==> config.mk <==
export PLATFORM = sky130hd
export DESIGN_NAME = mux_bank_bbm_flat
export DESIGN_NICKNAME = d
export VERILOG_FILES = /design/src/rtl/mux_bank_bbm_if.sv /design/src/rtl/mux_bank_bbm.sv /design/src/flat_wrapper.sv
export SDC_FILE = /design/constraint.sdc
export NUM_CORES = 1
export LEC_CHECK = 0
export ABC_AREA = 1
export CAP_MARGIN = 20
export CORE_MARGIN = 10
export CORE_UTILIZATION = 35
export CTS_CLUSTER_DIAMETER = 120
export DETAILED_ROUTE_END_ITERATION = 16
export DONT_BUFFER_PORTS = 1
export PLACE_DENSITY_LB_ADDON = 0.3
export SLEW_MARGIN = 20
export SYNTH_ARGS = -nofsm -noshare
export SYNTH_HDL_FRONTEND = slang
export SYNTH_SLANG_ARGS = --single-unit
export TNS_END_PERCENT = 10
==> constraint.sdc <==
create_clock -name clk -period 1.2 [get_ports clk]
set_input_delay 0.12 -clock clk [delete_from_list [all_inputs] [get_ports clk]]
set_output_delay 0.12 -clock clk [all_outputs]
set_load 0.02 [all_outputs]
==> src/rtl/mux_bank_bbm_if.sv <==
// Bus bundle for mux_bank_bbm: channel words, disable, select request and status.
interface mux_bank_bbm_if #(
   parameter int WIDTH    = 4,
   parameter int CHANNELS = 2,
   parameter int SELW     = $clog2(CHANNELS)
);
   logic [CHANNELS*WIDTH-1:0] d;
   logic                      E;
   logic [SELW-1:0]           sel;
   logic                      sel_load;
   logic [WIDTH-1:0]          Y;
   logic [SELW-1:0]           active_ch;
   logic                      busy;
   logic                      sel_err;

   modport master (
      output d, E, sel, sel_load,
      input  Y, active_ch, busy, sel_err
   );

   modport slave (
      input  d, E, sel, sel_load,
      output Y, active_ch, busy, sel_err
   );
endinterface

==> src/rtl/mux_bank_bbm.sv <==
// Registered CHANNELS:1 word multiplexer with active-high disable and a
// break-before-make dead gap of DEAD zero cycles on every channel change.
module mux_bank_bbm #(
   parameter int WIDTH    = 4,
   parameter int CHANNELS = 2,
   parameter int DEAD     = 1,
   parameter int SELW     = $clog2(CHANNELS)
) (
   input logic         clk,
   input logic         rst,
   mux_bank_bbm_if.slave bus
);
   // Counter holds DEAD-1 at most; keep at least one bit so DEAD=0 still elaborates.
   localparam int CNTW = (DEAD > 0) ? $clog2(DEAD + 1) : 1;

   localparam logic [0:0] RUN = 1'b0;
   localparam logic [0:0] GAP = 1'b1;

   logic [CHANNELS-1:0][WIDTH-1:0] words;
   logic [0:0]      state;
   logic [CNTW-1:0] cnt;
   logic [SELW-1:0] pend;
   logic [SELW-1:0] active_ch;
   logic [WIDTH-1:0] y_q;
   logic            sel_err_q;
   logic            sel_ok;
   logic            switch_req;
   logic            err_req;

   assign words = bus.d;

   // Classify the select request; only RUN looks at sel_load at all.
   always_comb begin
      sel_ok     = 32'(bus.sel) < CHANNELS;
      switch_req = (state == RUN) && bus.sel_load && sel_ok && (bus.sel != active_ch);
      err_req    = (state == RUN) && bus.sel_load && !sel_ok;
   end

   // RUN/GAP sequencer and registered output word.
   always_ff @(posedge clk or posedge rst) begin
      if (rst) begin
         state     <= RUN;
         cnt       <= '0;
         pend      <= '0;
         active_ch <= '0;
         y_q       <= '0;
         sel_err_q <= 1'b0;
      end else begin
         sel_err_q <= err_req;
         case (state)
            RUN: begin
               if (switch_req) begin
                  if (DEAD == 0) begin
                     // No gap: make the new connection on this very edge.
                     active_ch <= bus.sel;
                     y_q       <= bus.E ? '0 : words[bus.sel];
                  end else begin
                     // Break now; the old channel stays reported until exit.
                     pend  <= bus.sel;
                     cnt   <= CNTW'(DEAD - 1);
                     state <= GAP;
                     y_q   <= '0;
                  end
               end else begin
                  y_q <= bus.E ? '0 : words[active_ch];
               end
            end
            default: begin
               if (cnt != '0) begin
                  cnt <= cnt - CNTW'(1);
                  y_q <= '0;
               end else begin
                  active_ch <= pend;
                  state     <= RUN;
                  y_q       <= bus.E ? '0 : words[pend];
               end
            end
         endcase
      end
   end

   assign bus.Y         = y_q;
   assign bus.active_ch = active_ch;
   assign bus.busy      = (state == GAP);
   assign bus.sel_err   = sel_err_q;
endmodule

==> src/flat_wrapper.sv <==
// flat-port wrapper written by rule: the top's interface ports become plain ports
module mux_bank_bbm_flat 
#(
   parameter int WIDTH    = 4,
   parameter int CHANNELS = 2,
   parameter int DEAD     = 1,
   parameter int SELW     = $clog2(CHANNELS)
)
  (clk, rst, bus_d, bus_E, bus_sel, bus_sel_load, bus_Y, bus_active_ch, bus_busy, bus_sel_err);
  mux_bank_bbm_if #(.WIDTH(WIDTH), .CHANNELS(CHANNELS), .SELW(SELW)) bus_i ();
  input logic clk;
  input logic rst;
  input wire logic [$bits(bus_i.d)-1:0] bus_d;
  input wire logic [$bits(bus_i.E)-1:0] bus_E;
  input wire logic [$bits(bus_i.sel)-1:0] bus_sel;
  input wire logic [$bits(bus_i.sel_load)-1:0] bus_sel_load;
  output wire logic [$bits(bus_i.Y)-1:0] bus_Y;
  output wire logic [$bits(bus_i.active_ch)-1:0] bus_active_ch;
  output wire logic [$bits(bus_i.busy)-1:0] bus_busy;
  output wire logic [$bits(bus_i.sel_err)-1:0] bus_sel_err;
  assign bus_i.d = bus_d;
  assign bus_i.E = bus_E;
  assign bus_i.sel = bus_sel;
  assign bus_i.sel_load = bus_sel_load;
  assign bus_Y = bus_i.Y;
  assign bus_active_ch = bus_i.active_ch;
  assign bus_busy = bus_i.busy;
  assign bus_sel_err = bus_i.sel_err;
  mux_bank_bbm #(.WIDTH(WIDTH), .CHANNELS(CHANNELS), .DEAD(DEAD), .SELW(SELW)) u_core (.clk(clk), .rst(rst), .bus(bus_i));
endmodule
==> results.txt <==
- GRT busiest layer: met1
* Worst Hold Margin: 0.0117 ns
- In the final layout, the share of cells above drive strength 1 is 0.164.
- Most common cell in the synthesized netlist: nand2_1
- Summing over every cut layer, the via total after detailed routing is 383.
- The most used flip-flop cell after synthesis is dfrtp_1.
* Number of enable flip-flop cells after synthesis: 0
- Final Hold Vio Count: 0
- During synthesis, Yosys emitted a total of 0 warnings.
- OpenSTA, run right after detailed placement, puts the worst setup slack at between 0.2 and 0.25 ns.
* I/O pin cnt: 20
- Clock Latency Late Sink: 0.25 ns
- After clock tree synthesis, the clock-pin slew on the worst setup and hold paths is ~0.06 ns.
* Power per cell area: roughly 2000 mW/mm2
- The number of global-route vias before repair came to between 300 and 400.
- Share of flip-flops with an asynchronous set or reset: 1.00
- Vias per std cell: 4.40
- Area of the multi-input gates: between 200 and 250 um2
- On the critical path, the stage with the largest delay is an instance of dfrtp_1.
- Yosys top cell area share: 0.383
- Total routing usage reported by global routing: 0.0734
* CTS Buf Count: 3
* Synth Area per Inst: around 6.7 um2
- Wire length of the first global-routing pass: about 1900 um
- Post-route DRC violation count: 0
* Number of pins with negative max-slew slack in the final report: 0
* Cell-by-cell trace of the critical path: buf_4
- STA classifies the critical path endpoint as a primary output.
- Worst-case clock skew: about 0.0054 ns
- The core region is 0.00117 mm2.
- Synthesis inferred 7 register bits.
- Filler-free cell count of the finished design: 87
- Cell taking the most area after synthesis: dfrtp_1
* Maximum clock path buffer count: 2
* Crit path buffers/inverters: 1
- Cell area after layout: approximately 520 um2
- The number of antenna violations at the first check in global routing is 0.
- The detailed router finished its first iteration with 8 violations.
* Time the final worst path needs with I/O delays and setup: around 1.0 ns
- The run finished with clean final reports.
- Summed over all failing endpoints, the final setup total negative slack is 0 ns.
* Met3 routing resource usage after global routing: 0.0456
- Top cells by count, synth: nand2_1, inv_1, dfrtp_1, nor2_1, o211ai_1
* Total power of the final layout: around 1.0 mW
- Mapped cell area: 458 um2
- From synthesis to final layout, the design area changed by 12.6%.
- At the worst endpoint, the arrival time is around 0.93 ns.
- Number of routed nets with antenna violations: 0
- Post-layout nets: 87
- Once layout is complete, the utilization of the core stands at 0.440.
- The number of nets in the synthesized netlist is 81.
* Total instance count after detailed placement: 82
- Layout fillers: 126
* Wire per inst: 11.7 um
- Global routing finished with a remaining overflow of 0.
- Critical path required time: approximately 1.1 ns
- Final setup violation count: 0
* Path type of the worst min-delay path: in -> reg
- Unrepaired setup endpoints after global routing: false
* Number of distinct library cell variants in the gate-level netlist after synthesis: 14
- 0 antenna diodes ended up in the layout.
- Number of port buffers: 0
- Timing would allow up to 957 MHz.
* Area of placed instances: ~480 um2
* Share of synthesized area occupied by flip-flops and latches: 0.383
- Buffer type at the clock tree root: clkbuf_4
- Synthesized instance count: between 60 and 70
- Num rows: 12
- In this run the horizontal extent of the chip is approximately 56 um.
- TritonCTS built the clock tree.
- Along the worst path, the maximum fanout reaches 6.
* Number of search-and-repair iterations in the first detailed-routing pass: 3
- Area enclosed by the die boundary: between 0.003 and 0.004 mm2
* Ranking of synthesized cells by area: dfrtp_1, nand2_1, inv_1
* Met2 routing resource usage after global routing: 0.0913
* Vertical die dimension: roughly 56 um
- The largest single stage delay on the critical path is 0.48 ns.
- Placed wire-length estimate: around 860 um
- Once the clock tree was built, the resizer swapped 0 gates to a different size.
- Leak Pwr: between 0.3 and 0.4 nW
- CTS built an H-tree with a depth of 1.
- Critical path class: reg -> out
* Aggregate routed wire length: 1010 um
- Pin count of the biggest net entering global routing: 10
- Final worst-path cycle share: 0.871
- In the global route stage, met1 resource usage came out at 0.0915.
- Across all setup checks in the final design, the least slack found is roughly 0.15 ns.
- IR analysis of the VDD net gives a maximum drop of 0.000689 V.
- Among cell families on the critical path, the largest total delay comes from flip-flops.
- Max-cap violations in this run came to 0.
- The clock net in this run drives a total of 7 sinks.
* Final RePlAce weighted congestion: 0.775
* Starting Density: 0.391
* Register cell area after layout: ~180 um2
- Kind of launch point of the worst setup path: flop
state kept, by name, indices dropped and copies added (netlist names):
register and count:
u_core.bus.Y 4, u_core.bus.active_ch 1, u_core.pend 1, u_core.bus.busy 1
final cells by class:
cell class                      count  share of cell area
Tap cell                           14              0.0340
Timing Repair Buffer                3              0.0485
Sequential cell                     7               0.340
Inverter                           15               0.109
Clock buffer                        3              0.0437
Clock inverter                      1             0.00971
Multi-Input combinational cell     44               0.415
final timing paths:
path                            slack (ns)  cells after the start                       from                                to
worst max-delay path                  0.15                      1  u_core.bus.busy$_DFF_PP0_                          bus_busy
worst min-delay path                  0.01                      2                    bus_sel           u_core.pend$_DFFE_PP0P_
worst max register to register        0.20                      4  u_core.bus.busy$_DFF_PP0_         u_core.bus.Y[0]$_DFF_PP0_
worst min register to register        0.65                      1  u_core.bus.busy$_DFF_PP0_  u_core.bus.active_ch$_DFFE_PP0P_
max in group asynchronous             0.77                      2                        rst         u_core.bus.Y[0]$_DFF_PP0_
min in group asynchronous             0.23                      2                        rst  u_core.bus.active_ch$_DFFE_PP0P_
cells by family (layout without fill, tap and decap cells):
logic type	after synthesis	count (layout)	synth area share
simple gates	38	38	0.383
other cells	1	1	0.00819
compound gates	5	5	0.0765
flops	7	7	0.383
buf+inv	17	22	0.150
power by group:
group | switching (mW) | total (mW) | internal [mW] | leakage, nW
Combinational | 0.229 | 0.359 | 0.130 | 0.203
Sequential | 0.156 | 0.474 | 0.318 | 0.0898
Clock | 0.0882 | 0.210 | 0.122 | 0.0177
Total | 0.473 | 1.04 | 0.570 | 0.311
layer usage:
layer	vias to the layer above	wire length, um
met5	-	0
met4	0	6
met3	2	117
met2	15	430
met1	160	459
li1	206	-
what timing repair did:
| action | in CTS | in global routing |
|---|---|---|
| hold buffers | 1 | 0 |
| setup buffers | 0 | 0 |
| endpoints found under the hold margin | 7 | 0 |
cell usage in the layout, fill, tap and decap left out:
master / count
nand3_1: 1
inv_2: 2
nor2_4: 2
buf_4: 2
nor2_1: 6
clkbuf_4: 3
o211ai_1: 4
nand2_2: 1
inv_1: 13
conb_1: 1
nand2_1: 27
dlygate4sd3_1: 1
o21ai_0: 1
dfrtp_1: 7
clkinv_2: 1
nand3_4: 1
No activity file was read; power rests on OpenSTA's default activity.
